File: config.mk
export PLATFORM = sky130hd
export DESIGN_NAME = timer_1hz
export DESIGN_NICKNAME = d
export VERILOG_FILES = /design/src/rtl/timer_1hz.sv
export SDC_FILE = /design/constraint.sdc
export NUM_CORES = 1
export LEC_CHECK = 0
export BUFFER_PORTS_ARGS = -buffer_cell sky130_fd_sc_hd__buf_4
export CAP_MARGIN = 25
export CORE_AREA = 2 2 39 41
export CTS_BUF_LIST = sky130_fd_sc_hd__clkbuf_8
export DETAILED_ROUTE_END_ITERATION = 8
export DIE_AREA = 0 0 41 43
export PLACE_DENSITY = 0.67
export SYNTH_ARGS = -nofsm -noshare
export SYNTH_HDL_FRONTEND = slang
export SYNTH_SLANG_ARGS = --single-unit
File: constraint.sdc
create_clock -name clock -period 2 [get_ports clock]
set_input_delay 0.1 -clock clock [delete_from_list [all_inputs] [get_ports clock]]
set_output_delay 0.1 -clock clock [all_outputs]
set_load 0.02 [all_outputs]
File: src/rtl/timer_1hz.sv
// Countdown timer with a DIVIDER-cycle prescaler producing a 1 Hz square wave and a one-cycle expiry pulse.
// Optional feature: define TIMER1HZ_BLINK_EN to make the indicator toggle once per second while counting.
module timer_1hz #(
    parameter int DIVIDER = 16
) (
    input  logic       clock,
    input  logic       resetN,
    input  logic       startTimer,
    input  logic [3:0] value,
    output logic       clock1Hz,
    output logic       expired,
    output logic       indicator,
    output logic [3:0] counter,
    output logic [3:0] counter1Hz
);

    localparam logic [3:0] LAST = 4'(DIVIDER - 1);
    localparam logic [3:0] HALF = 4'(DIVIDER / 2);

    typedef enum logic {
        ST_IDLE,
        ST_RUN
    } state_t;

    state_t     r_state;
    state_t     w_stateNext;
    logic [3:0] r_counter;
    logic [3:0] w_counterNext;
    logic [3:0] r_prescale;
    logic [3:0] w_prescaleNext;
    logic       r_expired;
    logic       w_expiredNext;
    logic       r_clock1Hz;
    logic       w_clock1HzNext;
    logic       r_indicator;
    logic       w_indicatorNext;

    always_ff @(posedge clock or negedge resetN) begin
        if (!resetN) begin
            r_state     <= ST_IDLE;
            r_counter   <= 4'd0;
            r_prescale  <= 4'd0;
            r_expired   <= 1'b0;
            r_clock1Hz  <= 1'b0;
            r_indicator <= 1'b0;
        end else begin
            r_state     <= w_stateNext;
            r_counter   <= w_counterNext;
            r_prescale  <= w_prescaleNext;
            r_expired   <= w_expiredNext;
            r_clock1Hz  <= w_clock1HzNext;
            r_indicator <= w_indicatorNext;
        end
    end

    // A start always wins over the countdown, so a restart swallows any expiry due that cycle.
    always_comb begin
        w_stateNext     = r_state;
        w_counterNext   = r_counter;
        w_prescaleNext  = r_prescale;
        w_expiredNext   = 1'b0;
        w_indicatorNext = r_indicator;

        if (startTimer) begin
            w_counterNext  = value;
            w_prescaleNext = 4'd0;
            if (value != 4'd0) begin
                w_stateNext     = ST_RUN;
                w_indicatorNext = 1'b1;
            end else begin
                w_stateNext   = ST_IDLE;
                w_expiredNext = 1'b1;
            end
        end else if (r_state == ST_RUN) begin
            if (r_prescale < LAST) begin
                w_prescaleNext = r_prescale + 4'd1;
            end else begin
                w_prescaleNext = 4'd0;
`ifdef TIMER1HZ_BLINK_EN
                w_indicatorNext = ~r_indicator;
`endif
                if (r_counter <= 4'd1) begin
                    w_counterNext = 4'd0;
                    w_stateNext   = ST_IDLE;
                    w_expiredNext = 1'b1;
                end else begin
                    w_counterNext = r_counter - 4'd1;
                end
            end
        end else begin
            w_prescaleNext = 4'd0;
        end

`ifdef TIMER1HZ_BLINK_EN
        if (w_stateNext != ST_RUN) begin
            w_indicatorNext = 1'b0;
        end
`else
        w_indicatorNext = (w_stateNext == ST_RUN);
`endif

        // Registered from next-state values so the square wave lines up with counter1Hz.
        w_clock1HzNext = (w_stateNext == ST_RUN) && (w_prescaleNext >= HALF);
    end

    assign clock1Hz   = r_clock1Hz;
    assign expired    = r_expired;
    assign indicator  = r_indicator;
    assign counter    = r_counter;
    assign counter1Hz = r_prescale;

endmodule

**After elaboration in Yosys (flattened, before gate mapping)**

Index checks and enable logic that the tools add are counted.

- Reduce and logical (&&, ||, !) cells: 4
- $lt $le $gt $ge: 3
- $mul: 0
- Mux-type cells: 17
- Bitwise operators: 0
- Add/subtract/negate cells: 2
- Div/mod/pow operators: 0
- Equality and inequality tests: 1
- Shifts and indexed selects: 0

Operator list:

| operator | count |
|---|---|
| 4-bit two-way mux | 7 |
| 1-bit two-way mux | 10 |
| 4-bit by 1-bit adder with 4-bit output, second input constant | 1 |
| 4-bit >= comparator, second input constant | 1 |
| 4-bit by 1-bit <= comparator with 1-bit output, second input constant | 1 |
| 4-bit less-than comparator, second input constant | 1 |
| 4-bit nonzero test | 1 |
| 4-bit by 1-bit subtractor with 4-bit output, second input constant | 1 |
| 2-bit inequality test, second input constant | 1 |
| 2-bit AND reduction | 1 |
| 2-bit nonzero test | 1 |
| 1-bit logical AND | 1 |

- Input port bits: 7
- Memory bits (read-only): 0
- Output and inout bits: 11
- Memories: 0
- Bits in registers: 11
- Bits in latches: 0
- RAM bits: 0

**Longest topological paths before layout**

- Depth after elaboration: 6
- Mapped depth: 5
- Gate-level depth less buffers: 5

**Least setup slack after synthesis**

OpenSTA, ideal clock, no wires.

- Kind: reg2reg
- From: register r_prescale[0], in the netlist counter1Hz[0]
- To: register r_counter[2], in the netlist counter[2]
- Arrival time: 1.509 ns
- Cell stages (with the launch flop): 5
- Slack: 0.410 ns
- Setup time: 0.082 ns
- Path buffers: 0
- Period minus slack after synthesis: 1.590 ns
- Data required time: 1.918 ns
- Path through: dfrtp_1 -> ha_1 -> nand3_2 -> or4b_1 -> a31oi_1

- Cells in the longest elaborated chain, start to end: 3

Ends and longest elaborated chain:

| element | line | text |
|---|---|---|
| start, declared | 29 | `logic [3:0] r_prescale;` |
| start signal, assigned | 49 | `r_prescale <= w_prescaleNext;` |
| 4-bit less-than comparator | 75 | `if (r_prescale < LAST) begin` |
| 2-bit inequality test (no source line) | - |  |
| 2-bit AND reduction (no source line) | - |  |
| end signal, assigned | 48 | `r_counter <= w_counterNext;` |
| end, declared | 27 | `logic [3:0] r_counter;` |

No other way between the ends.
A chain may end at the register's enable or synchronous reset.

**Worst setup path in the final report**

Same ends and word-level chain as after synthesis.

==> reports/qor.yml <==
clock_tree:
  clk_latency_ns: 0.23
  h-tree-depth: 1
  clock_path_buffers: 2
  hold_buffers: 1
  cts_buffers: 3
  cts_setup_buffers: 0
  cts_resized: 0
  cts_tree: "built"
  cts_root_buffer: "clkbuf_8"
  clkTransAtPathRegs_ns: 0.05
  clock_sink_count: 11
sta:
  final.period_utilization: 0.792
  setup_viol: 0
  finalSetupTns_ns: 0
  worst_slack_ns: 0.415
  period_needed_ns: 1.58
  drv_slew: 0
  whs_ns: 0.138
  fin_worst_skew_ns: 0.000649
  fmax_mhz: 631
  worstMarginPinSlew_ns: 0.396
  rsz0062_at_grt: "no"
  hold_viol: 0
  relSlewSlack: 0.733
global_routing:
  grtUsageTotal: 0.179
  grt_pass1_vias: 476
  grt_max_degree: 12
  antenna_found_initial: 0
  grt_pass1_wl_um: 2130
  grt-ovfl-total: 0
layout:
  areaGrowthSynthToFinish_pct: 35.8
  n_fill_cell: 129
  drive_above_1_share: 0.299
  final_cell_area_um2: 768
  nNetsFinal: 88
  antenna_cells: 0
  stdcell_count: 93
placement:
  port_buffers: 17
  hpwl_um: 961
  placed_cells: 88
  postPlaceCellArea_um2: 713
  pre_cts_ws_ns: 0.429
  gp_congestion: 0.732
synth:
  synth_cell_types: 25
  synthTopCellsByArea: "dfrtp_1, ha_1, a21oi_1, nand4b_1, o311ai_0"
  yosysSeqAreaShare: 0.487
  synth_top_cell_area_share: 0.487
  synth.yosys.warnings: 0
  synth_nets: 65
  synth-seq-cells: 11
  netlist_instances: 55
  syn_avg_cell_area_um2: 10.3
  async_flop_share: 1.00
  synthFlopType: "dfrtp_1"
  mappedNetlistArea_um2: 566
  yosys.area.top_type: "dfrtp_1"
  synth_edf_count: 0
pwr:
  switchingPower_uw: 150
  power_density_nw_per_um2: 736
  pwr-share-seq: 0.458
  p_int_uw: 416
  peakVddDrop_v: 0.000530
  p_clk_frac: 0.367
  p_leak_uw: 0.000352
  sw_frac_of_total: 0.265
  pwr-share-comb: 0.175
hold_path:
  hold_path.class: "in -> reg"
drt:
  route.antenna.remaining_nets: 0
  via_count: 540
  wirelength_um: 1230
  first_pass_iters: 4
  drcViolationCount: 0
  wl_per_cell_um: 13.2
  drt_iter0_drc: 12
  routed_via_density: 5.81
floorplan:
  core_um2: 1380
  die_x_um: 41
  io_pins: 18
  die_h_um: 43
  rows: 14
  start_util: 0.409
  dieArea_um2: 1760
worst_setup_path:
  critPathSlowestCell: "or4b_1"
  cp.arrival_ns: 1.74
  start_kind: "register"
  path_delay_family: "simple AND/OR/NAND/NOR gates"
  path_cells: "ha_1 > nand3_2 > or4b_1 > a31oi_1"
  worstSetupEndpointType: "register"
  slowest_delay_ns: 0.51
  critPathBufInv: 0
  critPathMaxFanout: 5
  worst-setup-path-type: "reg -> reg"
  cp_data_required_time_ns: 2.15
flow_run:
  drv_cap: 0
status:
  status: "finished, final reports clean"
kinds of logic (layout without fill, tap and decap cells):
family | Yosys count | count (layout) | share of synthesized area
AND/OR/NAND/NOR | 18 | 18 | 0.199
AO/OA/AOI/OAI | 17 | 17 | 0.199
flip-flops | 11 | 11 | 0.487
buffers and inverters | 5 | 27 | 0.0332
adder cells (fa/ha/maj) | 3 | 3 | 0.0664
XOR/XNOR | 1 | 1 | 0.0155
power groups by stage:
stage | combinational [uW] | clock (uW) | sequential, uW
after floorplan | 34.9 | 0 | 275
after global placement | 95.2 | 0 | 262
after detailed placement | 97.8 | 0 | 262
after CTS | 99.2 | 213 | 259
after global routing | 111 | 231 | 262
final | 98.9 | 208 | 259
area by class of cell:
class / instances / area [um^2] / area share
inverter: 5 / 18.8 / 0.0244
timing repair buffer: 18 / 138 / 0.179
sequential: 11 / 275 / 0.358
tap: 16 / 20.0 / 0.0261
multi-input combinational: 39 / 272 / 0.353
clock buffer: 3 / 41.3 / 0.0537
clock inverter: 1 / 3.75 / 0.00489
state kept, by name, summed over array words and instances (netlist names):
register,cells
clock1Hz,1
counter,4
counter1Hz,4
expired,1
indicator,1
synth_stat cells, drive strengths merged, types with 2 or more instances:
| cell type | number |
|---|---|
| ha | 3 |
| nand4b | 2 |
| a21oi | 6 |
| inv | 4 |
| dfrtp | 11 |
| o41ai | 2 |
| nand2 | 2 |
| nor3 | 2 |
| nor2 | 4 |
| o311ai | 2 |
| a31oi | 2 |
| o21ai | 2 |
metal layers:
| layer | vias to the layer above | routed length, um | part of all wire | GRT usage |
|---|---|---|---|---|
| met3 | 2 | 73 | 0.059 | 0.0471 |
| li1 | 257 | - | - | - |
| met1 | 263 | 557 | 0.45 | 0.255 |
| met2 | 18 | 579 | 0.47 | 0.256 |
| met5 | - | 0 | 0 | 0 |
| met4 | 0 | 18 | 0.015 | 0.0600 |
final timing paths:
path	to	startpoint	cells past startpoint	slack, ns
setup / recovery	counter[2]$_DFFE_PN0P_	counter1Hz[0]$_DFF_PN0_	4	0.42
hold / removal	counter[3]$_DFFE_PN0P_	value[3]	3	0.14
setup reg to reg	counter[2]$_DFFE_PN0P_	counter1Hz[0]$_DFF_PN0_	4	0.42
hold reg to reg	counter1Hz[0]$_DFF_PN0_	counter1Hz[0]$_DFF_PN0_	1	0.55
max in group asynchronous	counter1Hz[0]$_DFF_PN0_	resetN	2	1.61
min in group asynchronous	clock1Hz$_DFF_PN0_	resetN	2	0.24
per-stage QoR:
step | power [uW] | util
2_1_floorplan | 310 | -
3_3_place_gp | 357 | 0.515
3_5_place_dp | 360 | 0.515
4_1_cts | 571 | 0.555
5_1_grt | 604 | 0.555
6_report | 566 | 0.555
placed cells by master (no fill, tap or decap), drive strengths merged, types with 2 or more instances in the layout:
master,count
a21oi,6
a31oi,2
buf,17
clkbuf,3
dfrtp,11
ha,3
inv,5
nand2,2
nand4b,2
nor2,4
nor3,2
o21ai,2
o311ai,2
o41ai,2
worst register-to-register path, delay by kind of cell (launching register included):
kind / cells / cell delay (ns)
fa+ha+maj: 1 / 0.29
simple gates: 2 / 0.63
flops: 1 / 0.42
compound gates: 1 / 0.16
(Power assumes the default switching activity.)
